`config.mk`:
```
export PLATFORM = sky130hd
export DESIGN_NAME = cnn_layer_seq_ctrl_flat
export DESIGN_NICKNAME = d
export VERILOG_FILES = /design/src/rtl/cnn_ctrl_pkg.sv /design/src/rtl/cnn_layer_seq_ctrl_if.sv /design/src/rtl/mod_counter.sv /design/src/rtl/cnn_layer_seq_ctrl.sv /design/src/flat_wrapper.sv
export SDC_FILE = /design/constraint.sdc
export NUM_CORES = 1
export LEC_CHECK = 0
export ABC_AREA = 0
export BUFFER_PORTS_ARGS = -buffer_cell sky130_fd_sc_hd__clkbuf_2
export CAP_MARGIN = 20
export CORE_ASPECT_RATIO = 0.7
export CORE_MARGIN = 2
export CORE_UTILIZATION = 58
export DETAILED_ROUTE_END_ITERATION = 10
export HOLD_SLACK_MARGIN = 0.1
export PLACE_DENSITY = 0.84
export SETUP_SLACK_MARGIN = 0.15
export SYNTH_ARGS = -nofsm -noshare
export SYNTH_HDL_FRONTEND = slang
export SYNTH_SLANG_ARGS = --single-unit
```
`constraint.sdc`:
```
create_clock -name clk -period 4.3 [get_ports clk]
set_clock_uncertainty 0.15 [all_clocks]
set_input_delay 0.645 -clock clk [delete_from_list [all_inputs] [get_ports clk]]
set_output_delay 0.645 -clock clk [all_outputs]
set_load 0.005 [all_outputs]
```
`src/rtl/cnn_ctrl_pkg.sv`:
```
// Shared types and width helpers for the CNN layer sequencer.
package cnn_ctrl_pkg;

  typedef enum logic [2:0] {
    IDLE,
    LOAD,
    FETCH,
    MAC,
    WRITE,
    NEXT,
    DONE
  } state_t;

  // An index into a set of n items. It is still one bit wide when n is 1.
  function automatic int idx_w(input int n);
    return (n > 1) ? $clog2(n) : 1;
  endfunction

endpackage

```
`src/rtl/cnn_layer_seq_ctrl_if.sv`:
```
// Control/handshake bundle between the layer sequencer and its buffers and datapath.
interface cnn_layer_seq_ctrl_if
  import cnn_ctrl_pkg::*;
#(
  parameter int NUM_KERNELS = 4,
  parameter int KERNEL_ROWS = 4,
  parameter int OUT_W       = 4,
  parameter int OUT_H       = 4
);

  localparam int KW = idx_w(NUM_KERNELS);
  localparam int RW = idx_w(KERNEL_ROWS);
  localparam int CW = idx_w(OUT_W);
  localparam int HW = idx_w(OUT_H);

  logic                   start;
  logic                   reuse_kernels;
  logic                   abort;
  logic                   in_valid;
  logic                   out_ready;
  logic [NUM_KERNELS-1:0] kernel_we;
  logic [RW-1:0]          kernel_row;
  logic                   load_sel;
  logic                   win_en;
  logic [KW-1:0]          kernel_sel;
  logic                   acc_clr;
  logic                   mac_en;
  logic                   out_wr;
  logic [CW-1:0]          out_col;
  logic [HW-1:0]          out_row;
  logic                   weights_valid;
  logic                   busy;
  logic                   done;

  modport master (
    output start, reuse_kernels, abort, in_valid, out_ready,
    input  kernel_we, kernel_row, load_sel, win_en, kernel_sel, acc_clr, mac_en,
           out_wr, out_col, out_row, weights_valid, busy, done
  );

  modport slave (
    input  start, reuse_kernels, abort, in_valid, out_ready,
    output kernel_we, kernel_row, load_sel, win_en, kernel_sel, acc_clr, mac_en,
           out_wr, out_col, out_row, weights_valid, busy, done
  );

endinterface

```
`src/rtl/mod_counter.sv`:
```
// Modulo-MODULUS up-counter. It has a synchronous clear and a combinational wrap pulse.
module mod_counter
  import cnn_ctrl_pkg::*;
#(
  parameter int MODULUS = 4,
  parameter int W       = idx_w(MODULUS)
) (
  input  logic         clk,
  input  logic         rst,
  input  logic         clr,
  input  logic         en,
  output logic [W-1:0] count,
  output logic         wrap
);

  localparam logic [W-1:0] LAST = W'(MODULUS - 1);

  assign wrap = en && (count == LAST);

  // NOTE: state is updated with non-blocking assignments only. Every reader then sees the pre-edge value.
  always_ff @(posedge clk) begin
    if (!rst)         count <= '0;
    else if (clr)     count <= '0;
    else if (en)      count <= (count == LAST) ? '0 : count + W'(1);
  end

endmodule

```
`src/rtl/cnn_layer_seq_ctrl.sv`:
```
// Conv-layer sequencer. It loads kernels, then walks the output positions.
// At each position it fetches the input window and runs MAC and WRITE once per kernel.
module cnn_layer_seq_ctrl
  import cnn_ctrl_pkg::*;
#(
  parameter int NUM_KERNELS  = 4,
  parameter int KERNEL_ROWS  = 4,
  parameter int FETCH_CYCLES = 9,
  parameter int MAC_CYCLES   = 9,
  parameter int OUT_W        = 4,
  parameter int OUT_H        = 4
) (
  input  logic                 clk,
  input  logic                 rst,
  cnn_layer_seq_ctrl_if.slave  bus
);

  localparam int KW = idx_w(NUM_KERNELS);
  localparam int RW = idx_w(KERNEL_ROWS);
  localparam int FW = idx_w(FETCH_CYCLES);
  localparam int MW = idx_w(MAC_CYCLES);
  localparam int CW = idx_w(OUT_W);
  localparam int HW = idx_w(OUT_H);
  localparam logic [NUM_KERNELS-1:0] WE_ONE = NUM_KERNELS'(1);

  state_t state_q, state_d;
  logic   weights_valid_q, weights_valid_d;
  logic   abort_hit, clr_all;

  logic          r_en, k_en, col_en, row_en;
  logic          r_wrap, k_wrap, f_wrap, m_wrap, col_wrap, row_wrap;
  logic [RW-1:0] r_cnt;
  logic [KW-1:0] k_cnt;
  logic [FW-1:0] f_cnt;
  logic [MW-1:0] m_cnt;
  logic [CW-1:0] col_cnt;
  logic [HW-1:0] row_cnt;
  logic          unused_f_cnt;

  assign abort_hit = bus.abort && (state_q != IDLE);
  // Abort, IDLE and DONE all clear the loop counters. A new frame therefore always starts at zero.
  assign clr_all   = abort_hit || (state_q == IDLE) || (state_q == DONE);

  assign r_en   = (state_q == LOAD) && bus.in_valid;
  assign k_en   = (r_en && r_wrap) || ((state_q == WRITE) && bus.out_ready);
  assign col_en = (state_q == NEXT);
  assign row_en = col_wrap;

  mod_counter #(.MODULUS(KERNEL_ROWS)) u_r_cnt (
    .clk(clk), .rst(rst), .clr(clr_all), .en(r_en), .count(r_cnt), .wrap(r_wrap)
  );
  mod_counter #(.MODULUS(NUM_KERNELS)) u_k_cnt (
    .clk(clk), .rst(rst), .clr(clr_all), .en(k_en), .count(k_cnt), .wrap(k_wrap)
  );
  mod_counter #(.MODULUS(FETCH_CYCLES)) u_f_cnt (
    .clk(clk), .rst(rst), .clr(clr_all), .en(state_q == FETCH), .count(f_cnt), .wrap(f_wrap)
  );
  mod_counter #(.MODULUS(MAC_CYCLES)) u_m_cnt (
    .clk(clk), .rst(rst), .clr(clr_all), .en(state_q == MAC), .count(m_cnt), .wrap(m_wrap)
  );
  mod_counter #(.MODULUS(OUT_W)) u_col_cnt (
    .clk(clk), .rst(rst), .clr(clr_all), .en(col_en), .count(col_cnt), .wrap(col_wrap)
  );
  mod_counter #(.MODULUS(OUT_H)) u_row_cnt (
    .clk(clk), .rst(rst), .clr(clr_all), .en(row_en), .count(row_cnt), .wrap(row_wrap)
  );

  // The fetch phase only needs the wrap pulse of its counter.
  assign unused_f_cnt = ^f_cnt;

  always_ff @(posedge clk) begin
    if (!rst) begin
      state_q         <= IDLE;
      weights_valid_q <= 1'b0;
    end else begin
      state_q         <= state_d;
      weights_valid_q <= weights_valid_d;
    end
  end

  // NOTE: every combinational output gets a default before the case. No path can then leave it unassigned and infer a latch.
  always_comb begin
    state_d         = state_q;
    weights_valid_d = weights_valid_q;
    unique case (state_q)
      IDLE: begin
        if (bus.start) begin
          if (bus.reuse_kernels && weights_valid_q) begin
            state_d = FETCH;
          end else begin
            state_d         = LOAD;
            weights_valid_d = 1'b0;
          end
        end
      end
      LOAD: begin
        if (k_wrap) begin
          state_d         = FETCH;
          weights_valid_d = 1'b1;
        end
      end
      FETCH:   if (f_wrap) state_d = MAC;
      MAC:     if (m_wrap) state_d = WRITE;
      WRITE:   if (bus.out_ready) state_d = k_wrap ? NEXT : MAC;
      NEXT:    state_d = row_wrap ? DONE : FETCH;
      DONE:    state_d = IDLE;
      default: state_d = IDLE;
    endcase
    // An abort during the kernel load leaves partial weights, so they must not be reused.
    if (abort_hit) begin
      state_d = IDLE;
      if (state_q == LOAD) weights_valid_d = 1'b0;
    end
  end

  always_comb begin
    bus.kernel_we  = '0;
    bus.kernel_row = '0;
    bus.load_sel   = 1'b0;
    bus.win_en     = 1'b0;
    bus.kernel_sel = '0;
    bus.acc_clr    = 1'b0;
    bus.mac_en     = 1'b0;
    bus.out_wr     = 1'b0;
    bus.done       = 1'b0;
    case (state_q)
      LOAD: begin
        bus.kernel_we  = WE_ONE << k_cnt;
        bus.kernel_row = r_cnt;
        bus.load_sel   = 1'b1;
      end
      FETCH: bus.win_en = 1'b1;
      MAC: begin
        bus.mac_en     = 1'b1;
        bus.acc_clr    = (m_cnt == '0);
        bus.kernel_sel = k_cnt;
      end
      WRITE: begin
        bus.out_wr     = 1'b1;
        bus.kernel_sel = k_cnt;
      end
      DONE:    bus.done = 1'b1;
      default: ;
    endcase
  end

  assign bus.out_col       = col_cnt;
  assign bus.out_row       = row_cnt;
  assign bus.weights_valid = weights_valid_q;
  assign bus.busy          = (state_q != IDLE);

endmodule

```
`src/flat_wrapper.sv`:
```
// flat-port wrapper written by rule: the top's interface ports become plain ports
module cnn_layer_seq_ctrl_flat import cnn_ctrl_pkg::*;
#(
  parameter int NUM_KERNELS  = 4,
  parameter int KERNEL_ROWS  = 4,
  parameter int FETCH_CYCLES = 9,
  parameter int MAC_CYCLES   = 9,
  parameter int OUT_W        = 4,
  parameter int OUT_H        = 4
)
  (clk, rst, bus_start, bus_reuse_kernels, bus_abort, bus_in_valid, bus_out_ready, bus_kernel_we, bus_kernel_row, bus_load_sel, bus_win_en, bus_kernel_sel, bus_acc_clr, bus_mac_en, bus_out_wr, bus_out_col, bus_out_row, bus_weights_valid, bus_busy, bus_done);
  cnn_layer_seq_ctrl_if #(.NUM_KERNELS(NUM_KERNELS), .KERNEL_ROWS(KERNEL_ROWS), .OUT_W(OUT_W), .OUT_H(OUT_H)) bus_i ();
  input  logic clk;
  input  logic rst;
  input wire logic [$bits(bus_i.start)-1:0] bus_start;
  input wire logic [$bits(bus_i.reuse_kernels)-1:0] bus_reuse_kernels;
  input wire logic [$bits(bus_i.abort)-1:0] bus_abort;
  input wire logic [$bits(bus_i.in_valid)-1:0] bus_in_valid;
  input wire logic [$bits(bus_i.out_ready)-1:0] bus_out_ready;
  output wire logic [$bits(bus_i.kernel_we)-1:0] bus_kernel_we;
  output wire logic [$bits(bus_i.kernel_row)-1:0] bus_kernel_row;
  output wire logic [$bits(bus_i.load_sel)-1:0] bus_load_sel;
  output wire logic [$bits(bus_i.win_en)-1:0] bus_win_en;
  output wire logic [$bits(bus_i.kernel_sel)-1:0] bus_kernel_sel;
  output wire logic [$bits(bus_i.acc_clr)-1:0] bus_acc_clr;
  output wire logic [$bits(bus_i.mac_en)-1:0] bus_mac_en;
  output wire logic [$bits(bus_i.out_wr)-1:0] bus_out_wr;
  output wire logic [$bits(bus_i.out_col)-1:0] bus_out_col;
  output wire logic [$bits(bus_i.out_row)-1:0] bus_out_row;
  output wire logic [$bits(bus_i.weights_valid)-1:0] bus_weights_valid;
  output wire logic [$bits(bus_i.busy)-1:0] bus_busy;
  output wire logic [$bits(bus_i.done)-1:0] bus_done;
  assign bus_i.start = bus_start;
  assign bus_i.reuse_kernels = bus_reuse_kernels;
  assign bus_i.abort = bus_abort;
  assign bus_i.in_valid = bus_in_valid;
  assign bus_i.out_ready = bus_out_ready;
  assign bus_kernel_we = bus_i.kernel_we;
  assign bus_kernel_row = bus_i.kernel_row;
  assign bus_load_sel = bus_i.load_sel;
  assign bus_win_en = bus_i.win_en;
  assign bus_kernel_sel = bus_i.kernel_sel;
  assign bus_acc_clr = bus_i.acc_clr;
  assign bus_mac_en = bus_i.mac_en;
  assign bus_out_wr = bus_i.out_wr;
  assign bus_out_col = bus_i.out_col;
  assign bus_out_row = bus_i.out_row;
  assign bus_weights_valid = bus_i.weights_valid;
  assign bus_busy = bus_i.busy;
  assign bus_done = bus_i.done;
  cnn_layer_seq_ctrl #(.NUM_KERNELS(NUM_KERNELS), .KERNEL_ROWS(KERNEL_ROWS), .FETCH_CYCLES(FETCH_CYCLES), .MAC_CYCLES(MAC_CYCLES), .OUT_W(OUT_W), .OUT_H(OUT_H)) u_core (.clk(clk), .rst(rst), .bus(bus_i));
endmodule
```
### Yosys cells after proc, flatten, opt, wreduce, memory -nomap -nowiden

Cells that the tools add are included.

| word-level totals | value |
|---|---|
| register bits after elaboration | 20 |
| input bits | 7 |
| output and inout bits | 20 |
| logic and storage cells | 84 |

| cells by class | value |
|---|---|
| $add $sub $neg | 6 |
| equal/unequal tests | 17 |
| shifts and indexed selects | 1 |
| multiplexer cells | 30 |
| bitwise operators | 1 |
| reductions and logical operators | 21 |

Operators with widths:

| kind | count |
|---|---|
| 3-bit 2-to-1 mux | 7 |
| 3-bit case mux with 6 select lines | 1 |
| 2-bit 2-to-1 mux | 7 |
| 4-bit 2-to-1 mux | 3 |
| 1-bit logical AND | 11 |
| 1-bit 2-to-1 mux | 11 |
| 3-bit equality test (second input constant) | 3 |
| 2-bit by 1-bit adder with 2-bit output (second input constant) | 4 |
| 4-bit by 1-bit adder with 4-bit output (second input constant) | 2 |
| 2-bit equality test (second input constant) | 4 |
| 4-bit equality test (second input constant) | 2 |
| 3-bit by 2-bit equality test with 1-bit output (second input constant) | 2 |
| 2-bit by 1-bit != test with 1-bit output (second input constant) | 3 |
| 2-bit OR reduction | 3 |
| 5-bit AND reduction | 1 |
| 4-bit logical NOT | 1 |
| 2-bit != test (second input constant) | 2 |
| 1-bit by 2-bit << shifter with 4-bit output (first input constant) | 1 |
| 3-bit by 1-bit equality test with 1-bit output (second input constant) | 1 |
| 3-bit logical NOT | 1 |
| 1-bit logical OR | 3 |
| 3-bit nonzero test | 1 |
| 1-bit case mux with 2 select lines | 1 |
| 1-bit inverter | 1 |

### Depth between registers and ports, before layout

Gate-level depths: netlist (run 1).

| logic depth | value |
|---|---|
| word-level depth | 10 |
| gate-level depth with buffers | 6 |
| depth with buffers taken out | 6 |

### Modules after synthesis

Synthesis (run 1) repeated with hierarchy kept, for this count alone.

| unflattened totals | value |
|---|---|
| cells, all modules | 147 |
| area, all modules | 1,305.0 um^2 |

By module, submodules not included:

| module | times used | cells each | area an instance (um^2) | sequential area each (um^2) |
|---|---|---|---|---|
| cnn_layer_seq_ctrl | 1 | 67 | 489.2 | 80.1 |
| mod_counter (u_core.u_col_cnt ...) | 4 | 10 | 102.6 | 40.0 |
| mod_counter (u_core.u_f_cnt ...) | 2 | 20 | 202.7 | 80.1 |

### Least setup slack after synthesis (run 1)

OpenSTA, ideal clock, no wires.

| timing | value |
|---|---|
| path kind | reg2out |
| start | register u_core.state_q[1] |
| end | output port bus_busy |
| arrival time | 985 ps |
| required time | 3,505 ps |
| slack | 2,520 ps |
| cell stages (with the launch flop) | 4 |
| path buffers | 2 |
| path through | dfxtp_1 -> buf_4 -> clkbuf_1 -> or3_1 |

| between the ends | value |
|---|---|
| longest elaborated chain between the ends | 1 |

RTL lines:

| element | RTL line | RTL |
|---|---|---|
| from (decl) | cnn_layer_seq_ctrl.sv:26 | `state_t state_q, state_d;` |
| from (signal assigned) | cnn_layer_seq_ctrl.sv:76 | `state_q <= state_d;` |
| 3-bit nonzero test | cnn_layer_seq_ctrl.sv:150 | `assign bus.busy = (state_q != IDLE);` |
| to (decl) | flat_wrapper.sv:31 | `output wire logic [$bits(bus_i.busy)-1:0] bus_busy;` |

No other way between the ends.

### Worst setup path in the final report (run 1)

| timing | value |
|---|---|
| start | register u_core.state_q[2] |
| end | output port bus_kernel_sel[1] |

| between the ends | value |
|---|---|
| longest elaborated chain between the ends | 3 |
| elaborated cells on any way between the ends | 4 |
| classes of those cells | eq/ne (2); mux (1); reduce/logical (1) |

RTL lines:

| element | RTL line | RTL |
|---|---|---|
| 3-bit by 2-bit equality test with 1-bit output or 3-bit equality test (tied branches) | cnn_layer_seq_ctrl.sv:126 | `case (state_q)` |
| 2-bit OR reduction (no line) (*) | -- |  |
| 2-bit 2-to-1 mux (*) | cnn_layer_seq_ctrl.sv:126 |  |
| to (decl) | flat_wrapper.sv:24 | `output wire logic [$bits(bus_i.kernel_sel)-1:0] bus_kernel_sel;` |

Every way passes the cells marked *; elsewhere a longest branch is shown, timed or not.

==> metrics.log, run 1 <==
INFO  metric run_status = finished, final reports clean
INFO  metric final_nets = 207
INFO  metric crit_chain = nand3b_1, inv_1, nor2_1, nor2_1, clkbuf_2
INFO  metric post-synth-top-area-cell = sky130_fd_sc_hd__dfxtp_1
INFO  metric synthCells = 164
INFO  metric timing.max_cap.violations = 0
INFO  metric io_buffers = 26
INFO  metric vias_in_the_first_global_route = 1127
INFO  metric drt_first_pass_iters = 4
INFO  metric yosys.area.top_type_share = between 30% and 40%
INFO  metric max_fclk = ~0.38 GHz
INFO  metric timing.max_slew.rel_slack = around 56%
INFO  metric routabilityCongestion = ~0.9
INFO  metric timing.critical_path.fanout_max = 21
INFO  metric grt_start_max_net_pins = 22
INFO  metric slew_viol_final = 0
INFO  metric post_route_utilization = 69.0%
INFO  metric worst-endpoint-arrival = 1.86 ns
INFO  metric critical_path.startpoint_type = flop
INFO  metric post_cts.repair.setup_buffers = 0
INFO  metric final_hold_viol_count = 0
INFO  metric cell_occurring_most_often_along_the_worst_timing_path = sky130_fd_sc_hd__nor2_1
INFO  metric final-instance-count-excl-fill = 220
INFO  metric die_area = about 2600 µm²
INFO  metric unrepaired_setup_endpoints_after_global_routing = no
INFO  metric yosys_register_bits = 20
INFO  metric overall_die_width = ~60 µm
INFO  metric cts_tree = done
INFO  metric p_leak = 0.613 nW
INFO  metric placeableCoreArea = around 2100 µm²
INFO  metric cellPowerDensity = 300 nW/µm²
INFO  metric postRouteWirelength = 2.81 mm
INFO  metric avgViaCountPerCell = between 5 and 6
INFO  metric multiInputGateArea = between 800 and 900 µm²
INFO  metric report.power.total = 443 µW
INFO  metric grt_use_total = 23.8%
INFO  metric cp_top_family = flip-flops
INFO  metric number_of_antenna_cells_inserted = 0
INFO  metric synth-warning-count = 0
INFO  metric drive_gt1_share = 20.2%
INFO  metric ys_async_sr_fraction = 0%
INFO  metric cp_slowest_cell = sky130_fd_sc_hd__dfxtp_1
INFO  metric clk_root_buffer_cell = sky130_fd_sc_hd__clkbuf_4
INFO  metric max_stage_delay = 0.76 ns
INFO  metric finalSetupViolations = 0
INFO  metric critical_path.n_buffers_inverters = 2
INFO  metric nFillCells = roughly 190
INFO  metric post_cts_hold_buffer_count = 0
INFO  metric ant_nets = 0
INFO  metric synth-seq-area-share = 30.9%
INFO  metric post-route-period-util = 61.7%
INFO  metric most_used_standard_cell_by_instance_count_after_synthesis = sky130_fd_sc_hd__nand2_1
INFO  metric crit_type = flop to primary output
INFO  metric ctsHtreeMaxLevel = 1
INFO  metric detailroute.via_count = between 1000 and 1500
INFO  metric clock_sink_count = 20
INFO  metric synth.top_cells.by_area = sky130_fd_sc_hd__dfxtp_1, sky130_fd_sc_hd__ha_1, sky130_fd_sc_hd__a21oi_1
INFO  metric vdd.ir_drop.worst = about 0.00022 V
INFO  metric finalSetupTns = 0 ns
INFO  metric die_y = around 44 µm
INFO  metric dpl.cell_count = roughly 220
INFO  metric worstHoldPathType = flop to flop
INFO  metric numCtsBuffers = 3
INFO  metric detailroute.wirelength.met2 = 1.37 mm
INFO  metric netlist_top_cells_count = sky130_fd_sc_hd__nand2_1, sky130_fd_sc_hd__dfxtp_1, sky130_fd_sc_hd__a21oi_1
INFO  metric cts-root-to-sink-buffers = 2
INFO  metric highest_layer = met4
INFO  metric dp_hpwl = 2.16 mm
INFO  metric dominantRegCellSynth = sky130_fd_sc_hd__dfxtp_1
INFO  metric tightest_slew = around 0.66 ns
INFO  metric worst_setup_end_kind = primary output
INFO  metric grt_first_pass_wirelength = between 4 and 5 mm
INFO  metric netlist_area = 1300 µm²
INFO  metric register_area = approximately 400 µm²
INFO  metric routed_length_on_met1 = 1.32 mm
INFO  metric fin_crit = between 2 and 3 ns
INFO  metric grt_antenna_before_repair = 0
INFO  metric crit_required = around 3.5 ns
INFO  metric postSynthAreaPerCell = 7.91 µm²
INFO  metric floorplan.rows = 14
INFO  metric net_count_after_synthesis = 182
INFO  metric yosys.cell_types.count = 37
INFO  metric gr-total-overflow = 0
INFO  metric cts.repair.resized = 0
INFO  metric clock_latency = 0.30 ns
INFO  metric route.detailed.wl_per_inst = 12.8 µm
INFO  metric clkTransAtPathRegs = 0.12 ns
INFO  metric first_iter_violations = 64
INFO  metric drcViolationCount = 0
INFO  metric top_level_ports = 27
INFO  metric met3WireLength = 98 µm
INFO  metric syn_to_final_growth = 13.6%
INFO  metric number_of_synthesized_flops_with_an_enable_pin = 0
INFO  metric initial_utilization = roughly 60%
==> registers in the layout (all words and copies together) (netlist names) <==
signal,flops
u_core.state_q,3
u_core.u_col_cnt.count,2
u_core.u_r_cnt.count,2
u_core.u_f_cnt.count,4
u_core.u_m_cnt.count,4
u_core.bus.weights_valid,1
u_core.u_row_cnt.count,2
u_core.u_k_cnt.count,2
==> through the flow <==
| step | worst slack [ns] | area [µm²] | hold WS (ns) |
|---|---|---|---|
| after floorplan | 2.52 | 1300 | 0.298 |
| after global placement | 2.08 | 1430 | 0.308 |
| after detailed placement | 2.01 | 1440 | 0.327 |
| after CTS | 1.66 | 1470 | 0.345 |
| after global routing | 1.51 | 1470 | 0.386 |
| final | 1.65 | 1470 | 0.343 |
==> worst min-delay path, stage by stage (launching register included) <==
cell	delay [ns]
sky130_fd_sc_hd__dfxtp_1	0.34
sky130_fd_sc_hd__nand2_1	0.06
sky130_fd_sc_hd__a21oi_1	0.06
==> metal layers <==
| metal | vias to the layer above | track usage (%) |
|---|---|---|
| li1 | 616 | - |
| met1 | 583 | 32.7 |
| met2 | 22 | 38.3 |
| met3 | 2 | 5.37 |
| met4 | 0 | 5.65 |
| met5 | - | 0 |
==> cell type report <==
type / instances / area share [%]
inverters: 8 / 2.12
well taps: 32 / 2.72
clock buffers: 4 / 2.46
multi-input cells: 129 / 55.9
repair buffers: 27 / 9.59
flip-flops and latches: 20 / 27.2
==> placed cells by master (no fill, tap or decap), types with 3 or more instances in the layout <==
master,synthesis,layout
sky130_fd_sc_hd__clkbuf_2,0,26
sky130_fd_sc_hd__nand2_1,22,22
sky130_fd_sc_hd__and2_1,9,9
sky130_fd_sc_hd__ha_1,11,11
sky130_fd_sc_hd__nand2b_1,3,3
sky130_fd_sc_hd__nand3b_1,5,5
sky130_fd_sc_hd__nand4b_1,4,4
sky130_fd_sc_hd__clkbuf_4,0,3
sky130_fd_sc_hd__mux2i_1,5,5
sky130_fd_sc_hd__nor2_1,13,13
sky130_fd_sc_hd__nand3_1,6,6
sky130_fd_sc_hd__a21oi_1,19,19
sky130_fd_sc_hd__inv_1,7,7
sky130_fd_sc_hd__nor3_1,3,3
sky130_fd_sc_hd__o21ai_0,6,6
sky130_fd_sc_hd__or3_1,3,3
sky130_fd_sc_hd__dfxtp_1,20,20
sky130_fd_sc_hd__a211o_1,3,3
==> kinds of logic after synthesis <==
family                   Yosys count  share of synthesized area, %
AND/OR/NAND/NOR                   76                          31.6
AO/OA/AOI/OAI                     36                          16.8
flip-flops                        20                          30.9
buffers and inverters             15                          5.59
adder cells (fa/ha/maj)           11                          10.6
multiplexers                       5                          3.86
XOR/XNOR                           1                         0.675
==> power breakdown <==
group | switching (mW) | internal, mW | leakage [nW]
Combinational | 0.0645 | 0.0530 | 0.430
Sequential | 0.0228 | 0.191 | 0.161
Clock | 0.0592 | 0.0517 | 0.0210
==> worst paths after layout <==
check / start / endpoint / slack (ns) / depth (start not counted)
min: u_core.u_r_cnt.count[1]$_SDFFE_PP0P_ / u_core.u_r_cnt.count[1]$_SDFFE_PP0P_ / 0.34 / 2
max: u_core.state_q[2]$_SDFFE_PP0P_ / bus_kernel_sel[1] / 1.65 / 5
min reg2reg: u_core.u_r_cnt.count[1]$_SDFFE_PP0P_ / u_core.u_r_cnt.count[1]$_SDFFE_PP0P_ / 0.34 / 2
max reg2reg: u_core.state_q[2]$_SDFFE_PP0P_ / u_core.state_q[2]$_SDFFE_PP0P_ / 2.22 / 5
Power figures use the tool's default switching activity.
==> run 2: changes to the inputs <==
--- a/config.mk
+++ b/config.mk
@@ -5,15 +5,15 @@
 export SDC_FILE = /design/constraint.sdc
 export NUM_CORES = 1
 export LEC_CHECK = 0
-export ABC_AREA = 0
+export ABC_AREA = 1
 export BUFFER_PORTS_ARGS = -buffer_cell sky130_fd_sc_hd__clkbuf_2
 export CAP_MARGIN = 20
 export CORE_ASPECT_RATIO = 0.7
 export CORE_MARGIN = 2
-export CORE_UTILIZATION = 58
+export CORE_UTILIZATION = 53
 export DETAILED_ROUTE_END_ITERATION = 10
 export HOLD_SLACK_MARGIN = 0.1
-export PLACE_DENSITY = 0.84
+export PLACE_DENSITY = 0.78
 export SETUP_SLACK_MARGIN = 0.15
 export SYNTH_ARGS = -nofsm -noshare
 export SYNTH_HDL_FRONTEND = slang
==> constraint.sdc (replaced) <==
create_clock -name clk -period 2.72 [get_ports clk]
set_clock_uncertainty 0.15 [all_clocks]
set_input_delay 0.408 -clock clk [delete_from_list [all_inputs] [get_ports clk]]
set_output_delay 0.408 -clock clk [all_outputs]
set_load 0.005 [all_outputs]
==> run 2 against run 1 <==
Synthesized cell count up 10%. Clock power grew 27%. Flip-flop and latch count did not move. Area after synthesis decreased by 1.8%. Final cell count rose by 8.6%. Combinational power up 140%. Register-to-register slack got worse by 1.3 ns. Wire length down 3.8%. Power up 73%. Global-route usage shrank 3.6 points. Critical endpoint is now bus_kernel_we[2]. Largest cell class unchanged. Highest routed layer unchanged.
==> metrics.log, run 2 <==
INFO  metric power_switching_share = 40.9%
INFO  metric regToRegEndpoint = u_core.u_k_cnt.count[0]$_SDFFE_PP0P_
INFO  metric netlist_area = approximately 1300 µm²
INFO  metric dpl.cell_count = 236
INFO  metric registers_with_the_most_flip_flops = u_core.u_f_cnt.count x4, u_core.u_m_cnt.count x4, u_core.state_q x3
INFO  metric number_of_antenna_cells_inserted = 0
INFO  metric grt_use_total = 20.2%
INFO  metric placeableCoreArea = 2210 µm²
INFO  metric unrepaired_setup_endpoints_after_global_routing = no
INFO  metric yosys_register_bits = 20
INFO  metric run_status = finished, final reports clean
INFO  metric finalSetupTns = 0 ns
INFO  metric clock_latency = 0.30 ns
INFO  metric critPathLaunch = u_core.state_q[0]$_SDFFE_PP0P_
INFO  metric netlist_top_cells_count = sky130_fd_sc_hd__nand2_1, sky130_fd_sc_hd__inv_1, sky130_fd_sc_hd__nor2_1
INFO  metric crit_required = 2.16 ns
INFO  metric io_buffers = 26
INFO  metric dp_hpwl = 2.21 mm
INFO  metric setup_slack_on_the_worst_flop_to_flop_path = 0.89 ns
INFO  metric clock_sink_count = 20
INFO  metric avgViaCountPerCell = 5.12
INFO  metric syn_to_final_growth = 13.4%
INFO  metric cp_slowest_cell = sky130_fd_sc_hd__dfxtp_1
INFO  metric min_to = u_core.bus.weights_valid$_SDFF_PN0_
INFO  metric worst-endpoint-arrival = 1.65 ns
INFO  metric final_hold_viol_count = 0
INFO  metric worst_setup_end_kind = primary output
INFO  metric dominantRegCellSynth = sky130_fd_sc_hd__dfxtp_1
INFO  metric floorplan.rows = 14
INFO  metric postRouteWirelength = 2.70 mm
INFO  metric vias_in_the_first_global_route = 1081
INFO  metric worstRegToRegCells = 6
INFO  metric ant_nets = 0
INFO  metric route.detailed.wl_per_inst = around 11 µm
INFO  metric placement.setup.worst_slack = 0.860 ns
INFO  metric vdd.ir_drop.worst = around 0.00041 V
INFO  metric finalSetupViolations = 0
INFO  metric min-delay-start = rst
INFO  metric critical_path.startpoint_type = flop
INFO  metric worst_hold_slack_after_final_layout = 0.250 ns
INFO  metric number_of_synthesized_flops_with_an_enable_pin = 0
INFO  metric synthCells = 181
INFO  metric slew_viol_final = 0
INFO  metric final-instance-count-excl-fill = ~240
INFO  metric power_frac_seq = 43.9%
INFO  metric holdPathStages = 3
INFO  metric detailroute.via_count = approximately 1200
INFO  metric post_cts.repair.setup_buffers = 0
INFO  metric synth.top_cells.by_area = sky130_fd_sc_hd__dfxtp_1, sky130_fd_sc_hd__ha_1, sky130_fd_sc_hd__nand2_1
INFO  metric fin_crit = 2.21 ns
INFO  metric cts.repair.resized = 0
INFO  metric postSynthAreaPerCell = 7.04 µm²
INFO  metric cts_tree = done
INFO  metric critical_path.n_buffers_inverters = 2
INFO  metric numCtsBuffers = 3
INFO  metric grt_first_pass_wirelength = approximately 4.5 mm
INFO  metric post_cts_hold_buffer_count = 0
INFO  metric drive_gt1_share = between 20% and 30%
INFO  metric post-synth-top-area-cell = sky130_fd_sc_hd__dfxtp_1
INFO  metric proportion_of_power_drawn_by_combinational_gates = 37.7%
INFO  metric yosys.area.top_type_share = 31.4%
INFO  metric net_count_after_synthesis = 199
INFO  metric p_int = 454 µW
INFO  metric crit_type = flop to primary output
INFO  metric most_used_standard_cell_by_instance_count_after_synthesis = sky130_fd_sc_hd__nand2_1
INFO  metric die_area = 2820 µm²
INFO  metric clkTransAtPathRegs = 0.11 ns
INFO  metric drt_first_pass_iters = 4
INFO  metric grt_start_max_net_pins = 17
INFO  metric nFillCells = 215
INFO  metric timing.max_slew.rel_slack = 73.4%
INFO  metric synth-seq-area-share = 31.4%
INFO  metric post-route-period-util = a little over 80%
INFO  metric power_switching = 313 µW
INFO  metric worst_r2r_startpoint = u_core.state_q[0]$_SDFFE_PP0P_
INFO  metric tightest_slew = 0.399 ns
INFO  metric cp_top_family = simple AND/OR/NAND/NOR gates
INFO  metric yosys.cell_types.count = 23
INFO  metric cellPowerDensity = around 530 nW/µm²
INFO  metric final_nets = about 230
INFO  metric drcViolationCount = 0
INFO  metric final_common_cell = sky130_fd_sc_hd__nand2_1
INFO  metric cts-root-to-sink-buffers = 2
INFO  metric ys_async_sr_fraction = 0%
INFO  metric first_iter_violations = 82
INFO  metric most_frequent_cells_in_the_layout = sky130_fd_sc_hd__nand2_1, sky130_fd_sc_hd__inv_1, sky130_fd_sc_hd__clkbuf_2
INFO  metric timing.max_cap.violations = 0
INFO  metric clk_root_buffer_cell = sky130_fd_sc_hd__clkbuf_4
INFO  metric top_level_ports = 27
INFO  metric timing.critical_path.fanout_max = 8
INFO  metric setup_ws = 0.510 ns
INFO  metric max_fclk = between 0.4 and 0.5 GHz
INFO  metric p_leak = 0.609 nW
INFO  metric synth-warning-count = 0
INFO  metric worstHoldPathType = input pin to flop
INFO  metric gr-total-overflow = 0
INFO  metric routabilityCongestion = approximately 0.79
INFO  metric die_y = 45.0 µm
INFO  metric ctsHtreeMaxLevel = 1
INFO  metric crit_chain = nand2_1, nor2_2, inv_1, nor2_1, clkbuf_2
INFO  metric grt_antenna_before_repair = 0
INFO  metric power.share.clock = a little under a fifth
INFO  metric max_stage_delay = 0.53 ns
INFO  metric initial_utilization = 57.7%
INFO  metric overall_die_width = 62.6 µm
[run 2: cell types whose count changed after synthesis, sizes merged, moves of 3 or more]
| cell | delta |
|---|---|
| inv | +22 |
| nor2 | +15 |
| nand3 | +9 |
| nand3b | -5 |
| a211oi | +8 |
| o21ai | -3 |
| nand2b | -3 |
| nand4b | -4 |
| buf | -3 |
| a211o | -3 |
| and2 | -9 |
| or3 | -3 |
| nand2 | +15 |
| mux2i | -5 |
[run 2: layer usage]
| layer | up-vias | GRT usage, % | routed length, µm | part of all wire, % |
|---|---|---|---|---|
| met5 | - | 0 | 0 | 0 |
| met4 | 0 | 4.44 | 17 | 0.63 |
| met3 | 2 | 5.49 | 187 | 6.9 |
| met2 | 42 | 34.6 | 1250 | 46 |
| met1 | 538 | 26.3 | 1250 | 46 |
| li1 | 642 | - | - | - |
[run 2: tightest hold or removal path, delay by kind of cell]
kind            cells  cell delay, ns
compound gates      2            0.15
buf+inv             1            0.11
[run 2: power by group through the flow]
stage	logic, mW	clock network (mW)	registers, mW
3_5_place_dp	0.285	0	0.343
3_3_place_gp	0.278	0	0.341
6_report	0.289	0.141	0.337
5_1_grt	0.323	0.155	0.339
2_1_floorplan	0.235	0	0.322
4_1_cts	0.286	0.144	0.336
[run 2: cells by family after synthesis]
kind of cell | count (synthesis) | synth area share, %
AO/OA/AOI/OAI | 32 | 16.0
XOR/XNOR | 1 | 0.688
adder cells (fa/ha/maj) | 11 | 10.8
buffers and inverters | 32 | 10.3
flip-flops | 20 | 31.4
AND/OR/NAND/NOR | 85 | 30.7
[run 2: metrics by stage]
| stage | instance area (µm²) | utilization (%) | power (mW) |
|---|---|---|---|
| final | 1440 | 65.4 | 0.767 |
| after global routing | 1440 | 65.4 | 0.817 |
| after CTS | 1440 | 65.4 | 0.765 |
| after detailed placement | 1420 | 64.4 | 0.628 |
| after global placement | 1420 | 64.4 | 0.620 |
| after floorplan | 1270 | - | 0.557 |
[run 2: how the worst max path moves through the flow]
stage | endpoint | cells after the start
floorplan | bus_kernel_row[0] | 5
global placement | bus_kernel_we[0] | 5
detailed placement | bus_kernel_we[3] | 5
CTS | bus_kernel_we[2] | 5
global route | bus_kernel_we[2] | 5
finish | bus_kernel_we[2] | 5
[run 2: final cells by class]
| type | count | area (µm²) | area share (%) |
|---|---|---|---|
| sequential | 20 | 400 | 27.7 |
| clock buffer | 3 | 22.5 | 1.56 |
| inverter | 29 | 109 | 7.54 |
| timing repair buffer | 26 | 130 | 9.01 |
| tap | 32 | 40.0 | 2.77 |
| multi-input combinational | 129 | 742 | 51.4 |
